[src/rtl/bit_serializer_pkg.sv]
// Shared types and helpers for the bit serializer.
// Frame length depends on BIT_SERIALIZER_PARITY_EN (adds one even-parity bit when defined).
package bit_serializer_pkg;

    localparam int DATA_W_MAX = 32;

    typedef enum logic {
        SER_IDLE  = 1'b0,
        SER_SHIFT = 1'b1
    } ser_state_t;

    function automatic int frame_len(input int data_w);
`ifdef BIT_SERIALIZER_PARITY_EN
        return data_w + 1;
`else
        return data_w;
`endif
    endfunction

endpackage

[src/rtl/bit_serializer.sv]
// Parallel-to-serial front end: DATA_W-bit words in over valid/ready, one bit per clock out, MSB first.
// Optional trailing even-parity bit when BIT_SERIALIZER_PARITY_EN is defined.
module bit_serializer
    import bit_serializer_pkg::*;
#(
    parameter int DATA_W = 8
) (
    input  logic              clk,
    input  logic              rst,
    input  logic [DATA_W-1:0] in_data,
    input  logic              in_valid,
    output logic              in_ready,
    output logic              bit_out,
    output logic              bit_valid,
    output logic              frame_start,
    output logic              busy
);

    localparam int FRAME_LEN = frame_len(DATA_W);
    localparam int CNT_W     = $clog2(FRAME_LEN + 1);
    localparam logic [CNT_W-1:0] LAST_CNT = CNT_W'(FRAME_LEN - 1);

    function automatic logic [FRAME_LEN-1:0] build_frame(input logic [DATA_W-1:0] word);
`ifdef BIT_SERIALIZER_PARITY_EN
        return {word, ^word};
`else
        return word;
`endif
    endfunction

    ser_state_t           r_state;
    ser_state_t           w_next_state;
    logic [FRAME_LEN-1:0] r_sr;
    logic [CNT_W-1:0]     r_cnt;
    logic [DATA_W-1:0]    r_hold;
    logic                 r_hold_full;

    logic                 w_xfer;
    logic                 w_last;
    logic                 w_load;
    logic [DATA_W-1:0]    w_load_word;

    // in_ready comes only from the registered flag, so a transfer never coincides with a full hold.
    assign w_xfer      = in_valid && !r_hold_full;
    assign w_last      = (r_state == SER_SHIFT) && (r_cnt == LAST_CNT);
    assign w_load      = ((r_state == SER_IDLE) || w_last) && (r_hold_full || w_xfer);
    assign w_load_word = r_hold_full ? r_hold : in_data;

    always_comb begin
        w_next_state = r_state;
        case (r_state)
            SER_IDLE:  if (w_load) w_next_state = SER_SHIFT;
            SER_SHIFT: if (w_last && !w_load) w_next_state = SER_IDLE;
            default:   w_next_state = SER_IDLE;
        endcase
    end

    always_ff @(posedge clk or posedge rst) begin
        if (rst) begin
            r_state <= SER_IDLE;
        end else begin
            r_state <= w_next_state;
        end
    end

    always_ff @(posedge clk or posedge rst) begin
        if (rst) begin
            r_sr        <= '0;
            r_cnt       <= '0;
            r_hold      <= '0;
            r_hold_full <= 1'b0;
        end else begin
            if (w_load) begin
                r_sr  <= build_frame(w_load_word);
                r_cnt <= '0;
            end else if (r_state == SER_SHIFT) begin
                r_sr  <= {r_sr[FRAME_LEN-2:0], 1'b0};
                r_cnt <= w_last ? '0 : r_cnt + 1'b1;
            end

            // A transferred word goes straight to the shifter when a load slot is open, else it parks in hold.
            if (w_xfer && !w_load) begin
                r_hold      <= in_data;
                r_hold_full <= 1'b1;
            end else if (w_load && r_hold_full) begin
                r_hold_full <= 1'b0;
            end
        end
    end

    assign in_ready    = !r_hold_full;
    assign bit_valid   = (r_state == SER_SHIFT);
    assign bit_out     = (r_state == SER_SHIFT) && r_sr[FRAME_LEN-1];
    assign frame_start = (r_state == SER_SHIFT) && (r_cnt == '0);
    assign busy        = (r_state == SER_SHIFT) || r_hold_full;

endmodule

[config.mk]
export PLATFORM = sky130hd
export DESIGN_NAME = bit_serializer
export DESIGN_NICKNAME = d
export VERILOG_FILES = /design/src/rtl/bit_serializer_pkg.sv /design/src/rtl/bit_serializer.sv
export SDC_FILE = /design/constraint.sdc
export NUM_CORES = 1
export LEC_CHECK = 0
export CORE_UTILIZATION = 45
export CTS_CLUSTER_DIAMETER = 200
export DETAILED_ROUTE_END_ITERATION = 12
export GPL_TIMING_DRIVEN = 0
export PLACE_DENSITY = 0.7
export REMOVE_ABC_BUFFERS = 1
export SLEW_MARGIN = 10
export SYNTH_ARGS = -nofsm -noshare
export SYNTH_HDL_FRONTEND = slang
export SYNTH_SLANG_ARGS = --single-unit
[constraint.sdc]
create_clock -name clk -period 1.5 [get_ports clk]
set_input_delay 0.3 -clock clk [delete_from_list [all_inputs] [get_ports clk]]
set_output_delay 0.3 -clock clk [all_outputs]
set_load 0.05 [all_outputs]
==> impl_metrics.sql <==
INSERT INTO impl_metrics (metric_group, metric, value, unit) VALUES
('status', 'outcome', 'finished with violations', ''),
('status', 'failing_checks', 'DRC, setup timing', ''),
('critical_path', 'critical-path-max-stage-delay', '420', 'ps'),
('timing', 'final_worst_path_period_need', '1650', 'ps'),
('timing', 'drv_slew', '0', ''),
('critical_path', 'cp_data_arrival_time', '1870', 'ps'),
('timing', 'rsz0062_at_grt', 'yes', ''),
('critical_path', 'cp.required', '1720', 'ps'),
('layout', 'fillerInstances', '201', ''),
('route', 'post_route_drc', '1', ''),
('layout', 'antennaDiodeCount', '0', ''),
('die', 'pin_count', '16', ''),
('die', 'die_height', '52.9', 'um'),
('timing', 'worstMarginPinSlew', '839', 'ps'),
('clock_tree', 'htree_num_levels', '1', ''),
('placed_design', 'place_ws', '-701', 'ps'),
('logic_synthesis', 'synth_edf_count', '0', ''),
('die', 'coreArea', '0.00245', 'mm^2'),
('critical_path', 'path_max_fanout', '8', ''),
('logic_synthesis', 'area_of_the_mapped_netlist', '0.00117', 'mm^2'),
('timing', 'setup_viol', '17', ''),
('layout', 'mostFrequentLayoutCells', '20 x dfrtp_1, 10 x clkdlybuf4s50_1, 9 x buf_4', ''),
('logic_synthesis', 'synth-seq-area-share', '47.2', '%'),
('timing', 'final_critical_path_setup_slack', '-147', 'ps'),
('logic_synthesis', 'synth_area_leader_cell', 'dfrtp_1', ''),
('die', 'dieWidth', '52.9', 'um'),
('critical_path', 'cp-start-kind', 'flip-flop', ''),
('logic_synthesis', 'netlist-cell-type-count', '30', ''),
('worst_hold_path', 'hp-class', 'in -> async', ''),
('clock_tree', 'clock_latency', '320', 'ps'),
('run', 'timing.max_cap.violations', '0', ''),
('logic_synthesis', 'netlist_instances', '100', ''),
('placed_design', 'dp.cells', '137', ''),
('logic_synthesis', 'synth_top_cells_by_area', 'dfrtp_1 47%, mux2_4 10%, o221a_2 6.8%, o2bb2ai_1 5.3%, nor3b_1 4.5%', ''),
('placed_design', 'place.gp.congestion', '0.735', ''),
('logic_synthesis', 'async_reset_ff_share', '100', '%'),
('placed_design', 'dpl_cell_area', '0.00131', 'mm^2'),
('timing', 'fin_setup_tns', '-1680', 'ps'),
('layout', 'layout_cells_sized_above_1', '38.0', '%'),
('route', 'post_drt_via_cell_ratio', '5.75', ''),
('timing', 'report.final.hold_viol_count', '0', ''),
('critical_path', 'rrSetupSlack', '-150', 'ps'),
('timing', 'clock.fmax', '607', 'MHz'),
('logic_synthesis', 'postSynthRegisterBits', '22', ''),
('clock_tree', 'worst_setup_hold_path_clk_slew', '120', 'ps'),
('critical_path', 'r2r_end', 'r_hold[0]', ''),
('critical_path', 'crit-reg2reg-launch', 'r_cnt[0]', ''),
('timing', 'min_period_over_period', '110', '%'),
('clock_tree', 'cts_buffers', '3', ''),
('grt', 'antenna_found_initial', '0', ''),
('clock_tree', 'max-clock-path-buffers', '2', ''),
('grt', 'grt_pass1_vias', '874', ''),
('critical_path', 'criticalPathCategory', 'reg -> reg', ''),
('placed_design', 'io_buffers', '15', ''),
('pwr', 'pwr_density_cell', '1650', 'mW/mm^2'),
('critical_path', 'timing.critical_path.to_type', 'flip-flop', ''),
('pwr', 'static-leakage-power', '0.640', 'nW'),
('timing', 'slew-limit-headroom', '44.0', '%'),
('critical_path', 'critPathSlowestCell', 'dfrtp_1', ''),
('route', 'drt.antenna.violating_nets', '0', ''),
('placed_design', 'detailedPlacementHpwl', '1.41', 'mm'),
('layout', 'stdcell_area', '0.00146', 'mm^2'),
('logic_synthesis', 'postSynth.topFlopCell', 'dfrtp_1', ''),
('grt', 'grt_start_max_net_pins', '23', ''),
('die', 'fp.dieArea', '0.00280', 'mm^2'),
('clock_tree', 'clock_sinks', '22', ''),
('layout', 'layout-area-overhead-vs-synth', '24.7', '%'),
('logic_synthesis', 'synthesis_warnings', '0', ''),
('route', 'detail_route.wl_per_cell', '16.6', 'um'),
('logic_synthesis', 'synth_area_per_cell', '11.7', 'um^2'),
('pwr', 'largest_voltage_drop_on_the_vdd_net', '898', 'uV');
metrics by stage:
| stage | utilization (%) | power (mW) | hold WS [ps] |
|---|---|---|---|
| global placement | 53.4 | 1.87 | 488 |
| global route | 59.3 | 2.54 | 526 |
| detailed placement | 53.4 | 1.90 | 496 |
| CTS | 58.7 | 2.37 | 468 |
| finish | 59.3 | 2.41 | 429 |
| floorplan | - | 1.67 | 289 |
worst max-delay path by stage:
stage	cells after the start	startpoint	end	slack (ps)
global route	4	r_cnt[1]	frame_start	-210
global placement	2	bit_valid	frame_start	-700
CTS	5	r_cnt[0]	r_hold[6]	-160
floorplan	1	bit_valid	frame_start	-1270
finish	5	r_cnt[0]	r_hold[0]	-150
detailed placement	2	bit_valid	frame_start	-700
cell type report:
type | count | area, um^2 | area share (%)
Inverter | 5 | 18.8 | 1.29
Clock buffer | 4 | 36.3 | 2.49
Sequential cell | 22 | 556 | 38.2
Tap cell | 30 | 37.5 | 2.58
Multi-Input combinational cell | 65 | 587 | 40.3
Timing Repair Buffer | 25 | 220 | 15.1
synthesized netlist by cell type (all sizes together) (2+ instances only):
master    n
ha        2
nor3b     7
mux2      8
nand2     5
nor2b     7
dfrtp    22
o2bb2ai   7
o21ai     4
clkbuf    2
o221a     7
inv       5
nor2      3
buf       6
layer usage:
metal	up-vias	part of all wire, %	global-route usage (%)
met1	435	48	26.1
met4	0	1.9	8.77
met2	24	45	31.6
met3	6	5.1	6.32
met5	-	0	0
li1	404	-	-
flip-flops by register name (all words and copies together) (netlist names):
name,flops
r_cnt,4
bit_valid,1
r_hold,8
r_hold_full,1
r_sr,8
worst max-delay path: cells and delay by family (launching register included):
family | cells | cell delay (ps)
mux | 1 | 320
fa+ha+maj | 1 | 180
flops | 1 | 420
simple gates | 2 | 470
buf+inv | 1 | 160
repair_timing:
item                       4_1_cts  5_1_grt
setup endpoints to repair       26       24
pin swaps                        3        2
resized for setup               39        6
setup buffers                    9        1
power breakdown:
| part | leakage [nW] | internal, mW | switching [mW] |
|---|---|---|---|
| combinational | 0.351 | 0.586 | 0.453 |
| sequential | 0.268 | 0.846 | 0.183 |
| clock | 0.0210 | 0.149 | 0.190 |
| total | 0.640 | 1.58 | 0.826 |
cell families (layout without fill, tap and decap cells):
| group | count (synthesis) | after routing | synth area share [%] |
|---|---|---|---|
| and+or+nand+nor | 31 | 31 | 16.3 |
| AOI/OAI and AO/OA | 23 | 23 | 18.0 |
| DFF | 22 | 22 | 47.2 |
| buffers and inverters | 13 | 34 | 5.36 |
| muxes | 8 | 8 | 10.3 |
| adders and majority gates | 2 | 2 | 2.14 |
| xor gates and xnor gates | 1 | 1 | 0.750 |
Note: power is estimated with default switching activity, not from simulation.
==> RTL edit 1: new RTL, config.mk and constraints unchanged <==
The option `BIT_SERIALIZER_PARITY_EN` is turned on by a define.
--- a/src/rtl/bit_serializer_pkg.sv
+++ b/src/rtl/bit_serializer_pkg.sv
@@ -1,5 +1,7 @@
 // Shared types and helpers for the bit serializer.
 // Frame length depends on BIT_SERIALIZER_PARITY_EN (adds one even-parity bit when defined).
+`define BIT_SERIALIZER_PARITY_EN
+
 package bit_serializer_pkg;
 
     localparam int DATA_W_MAX = 32;
Behaviour: not the same (a bounded check fails within 10 cycles, from zero or initial values and one cycle with rst high).
==> RTL edit 1 against the unedited design <==
The flow finishes with violations (setup timing). Routed wire length increased by 16%. Worst setup slack improved by 33 ps. Power increased by 40%. Sequential share of layout area decreased by 3.6 points. Design area increased by 15%. Sequential power increased by 12%. Area after synthesis increased by 9.1%. Hold slack improved by 24 ps. Sequential cell count increased by 1. Core utilization increased by 5.8 points. Highest routed layer unchanged.
==> RTL edit 1: results (changes against the unedited design) <==
[setup_path]
endpoint = frame_start
r2r_end = r_hold[5]
critical_path.startpoint = r_cnt[1]

[timing]
finalSetupViolations = 10  ; -7
setup_tns_ps = -965  ; +711 ps
setup_slack_ps = -115  ; +32.6 ps
finClkSkew_ps = 1.51  ; -3.29 ps

[cells_and_area]
n_fill_cell = 203  ; +1.0%
reg_top3 = r_sr x9, r_hold x8, r_cnt x4
fin_nets = 169  ; +25%
drive_above_1_share_pct = 30.3  ; -7.7 points

[global_route]
grt_max_degree = 24  ; +4.3%
use_met1_pct = 22.9  ; -3.1 points
grt_first_pass_wirelength_mm = 4.49  ; +12%
met3_usage_pct = 5.62  ; -0.70 points
first_global_vias = 992  ; +14%
grtUsageTotal_pct = 18.5  ; -2.0 points

[run_status]
outcome = finished, violations left
violations = setup timing

[detailed_routing]
initialDrtViolationCount = 24  ; +6
vias = 1028  ; +18%
routed-wl-met3_um = 160  ; +26%
wl_met2_mm = 1.47  ; +31%
drc = 0  ; -1
avgViaCountPerCell = 5.56  ; -3.4%

[power]
p_leak_nw = 0.708  ; +11%
seq_power_mw = 1.15  ; +12%
switching_share_pct = 40.4  ; +6.1 points

[placement]
post_dp_cell_area_um2 = 1410  ; +7.7%
dpl.hpwl_mm = 1.65  ; +17%
place.gp.congestion = 0.756  ; +2.9%

[synth]
synth.avg_cell_area_um2 = 9.95  ; -15%
synth_area_leaders = dfrtp_1, o21ai_0, mux2_2, nand2_1, xor2_1
synth_seq_area_share_pct = 45.2  ; -2.0 points

[floorplan]
initial_core_util_pct = 49.6  ; +2.1 points

[RTL edit 1: cell count changes after synthesis, sizes merged, moves of 7 or more]
cell / before / now
o21ai: 4 / 23
o2bb2ai: 7 / 0
nand2: 5 / 14
o221a: 7 / 0
nor2b: 7 / 0
nor2: 3 / 10
[RTL edit 1: area by class of cell]
class | count | area, µm² | area share [%]
Inverter | 4 | 22.5 | 1.35
Clock buffer | 4 | 26.3 | 1.57
Sequential cell | 23 | 578 | 34.6
Multi-Input combinational cell | 97 | 764 | 45.7
Tap cell | 30 | 37.5 | 2.25
Timing Repair Buffer | 27 | 243 | 14.5
[RTL edit 1: worst min-delay path by stage]
stage,to,startpoint,depth (start not counted),slack (ps)
after CTS,r_hold[1],rst,2,480
after global placement,r_sr[6],r_sr[6],2,450
final,r_sr[1],rst,2,450
after floorplan,bit_valid,rst,1,300
after detailed placement,r_sr[5],r_sr[5],2,460
after global routing,r_sr[2],rst,2,530
[RTL edit 1: worst reg2reg max path: cells and delay by family (launching register included)]
family                     cells  cell delay [ps]
muxes                          1              320
adders and majority gates      1              150
buffers and inverters          2              180
and+or+nand+nor                2              460
DFF                            1              390
[RTL edit 1: cell families (layout without fill, tap and decap cells)]
family | after synthesis | count (layout) | share of synthesized area [%]
mux | 13 | 13 | 11.0
flops | 23 | 23 | 45.2
xor+xnor | 11 | 11 | 7.56
simple gates | 37 | 38 | 15.6
fa+ha+maj | 2 | 2 | 1.96
buf+inv | 10 | 35 | 5.40
compound gates | 32 | 33 | 13.3
[RTL edit 1: what timing repair did]
| item | in CTS | in global routing |
|---|---|---|
| setup buffers | 4 | 8 |
| pin swaps | 4 | 5 |
| endpoints found under the setup margin | 26 | 18 |
| cloned | 1 | 1 |
| resized for setup | 40 | 30 |
==> RTL edit 2: new RTL, config.mk and constraints unchanged <==
Without the edit above. Make the reset (`rst`) synchronous in 2 clocked blocks.
--- a/src/rtl/bit_serializer.sv
+++ b/src/rtl/bit_serializer.sv
@@ -55,7 +55,7 @@
         endcase
     end
 
-    always_ff @(posedge clk or posedge rst) begin
+    always_ff @(posedge clk) begin
         if (rst) begin
             r_state <= SER_IDLE;
         end else begin
@@ -63,7 +63,7 @@
         end
     end
 
-    always_ff @(posedge clk or posedge rst) begin
+    always_ff @(posedge clk) begin
         if (rst) begin
             r_sr        <= '0;
             r_cnt       <= '0;
Check against the original RTL: differs if rst is asserted again (counterexample within 4 cycles, from zero or initial values and one cycle with rst high); with rst held inactive, the same outputs for 10 cycles.
==> RTL edit 2 against the unedited design <==
The flow finishes with violations (setup timing). Worst setup slack improved by 110 ps. Routed wire length rose by 1.6%. Design area fell by 5.8%. Count of clock-buffer cells in the layout stayed put. Area after synthesis down 7.9%. Non-clock buffer count fell by 2. Sequential cell count unchanged. Via count increased by 13%.
Power is not compared: it rests on default switching activity, and its combinational part moved more than twofold at a synthesized area within 25%.
==> RTL edit 2: results (changes against the unedited design) <==
[run_status]
outcome = finished, violations left
violations = setup timing

[detailed_routing]
initialDrtViolationCount = 32  ; +14
dr.pass1.iters = 4  ; -4
wl_met2_mm = 1.21  ; +7.1%
met1_length_mm = 1.23  ; +1.2%

[worst_hold_path]
hold_path.class = reg2reg

[setup_path]
cpPeakStageDelay_ps = 380  ; -40 ps
worst_path_max_delay_cell = dfxtp_4
r2r_slack_ps = 110  ; +260 ps
path_class = reg2out
crit_fanout = 4  ; -4
path_delay_family = flip-flops
arrival_ps = 1240  ; -630 ps

[cells_and_area]
finalNonFillerCells = 173  ; +15%

[placement]
pre_cts_ws_ps = -576  ; +126 ps
dpl.hpwl_mm = 1.53  ; +8.2%

[synth]
synth_area_leaders = dfxtp_1, a21oi_1, o221a_1, a2bb2oi_1, nand3_1
synth.avg_cell_area_um2 = 8.46  ; -28%
synth_cell_types = 29  ; -3.3%

[global_route]
met3_usage_pct = 2.68  ; -3.6 points
use_met2_pct = 32.7  ; +1.0 points
use_met1_pct = 29.9  ; +3.8 points

[timing]
relSlewSlack_pct = 46.3  ; +2.3 points
setup_slack_ps = -37.0  ; +110 ps
worst_hold_slack_ps = 474  ; +45.5 ps
finalSetupViolations = 1  ; -16

==> RTL edit 2: final cells by class <==
class / instances / area, µm²
well taps: 28 / 35.0
flip-flops and latches: 22 / 454
multi-input cells: 86 / 609
clock buffers: 4 / 36.3
fillers: 199 / 863
inverters: 10 / 38.8
repair buffers: 23 / 196
==> RTL edit 2: timing repair <==
item / CTS / global route
setup endpoints to repair: 19 / 12
pin swaps: 2 / 0
buffers inserted: 5 / 3
resized for setup: 46 / 6
hold buffers: 0 / 0
==> RTL edit 2: power groups by stage <==
stage	clock [mW]	sequential (mW)	combinational [mW]
CTS	0.334	0.647	0.254
global placement	0	0.664	0.220
floorplan	0	0.665	0.136
detailed placement	0	0.666	0.225
global route	0.358	0.650	0.290
finish	0.331	0.645	0.266
==> RTL edit 2: final timing paths <==
path	endpoint	cells past startpoint	startpoint
worst min-delay path	r_sr[0]	2	r_sr[0]
worst max register to register	r_sr[7]	4	r_cnt[0]
worst max-delay path	frame_start	4	r_cnt[0]
worst min register to register	r_sr[0]	2	r_sr[0]
==> RTL edit 2: per-stage QoR <==
stage               setup TNS, ps  power [mW]  instance area (µm²)
finish                      -37.0        1.24                 1370
detailed placement          -9660       0.891                 1220
global placement            -9010       0.885                 1220
floorplan                   -2400       0.801                 1040
global route                -95.0        1.30                 1370
CTS                         -46.2        1.24                 1360
==> RTL edit 2: kinds of logic after synthesis <==
| logic type | Yosys count | share of synthesized area [%] |
|---|---|---|
| and+or+nand+nor | 37 | 19.1 |
| DFF | 22 | 41.0 |
| AOI/OAI and AO/OA | 45 | 28.8 |
| xor gates and xnor gates | 1 | 0.815 |
| buffers and inverters | 19 | 7.10 |
| muxes | 1 | 0.931 |
| adders and majority gates | 2 | 2.33 |
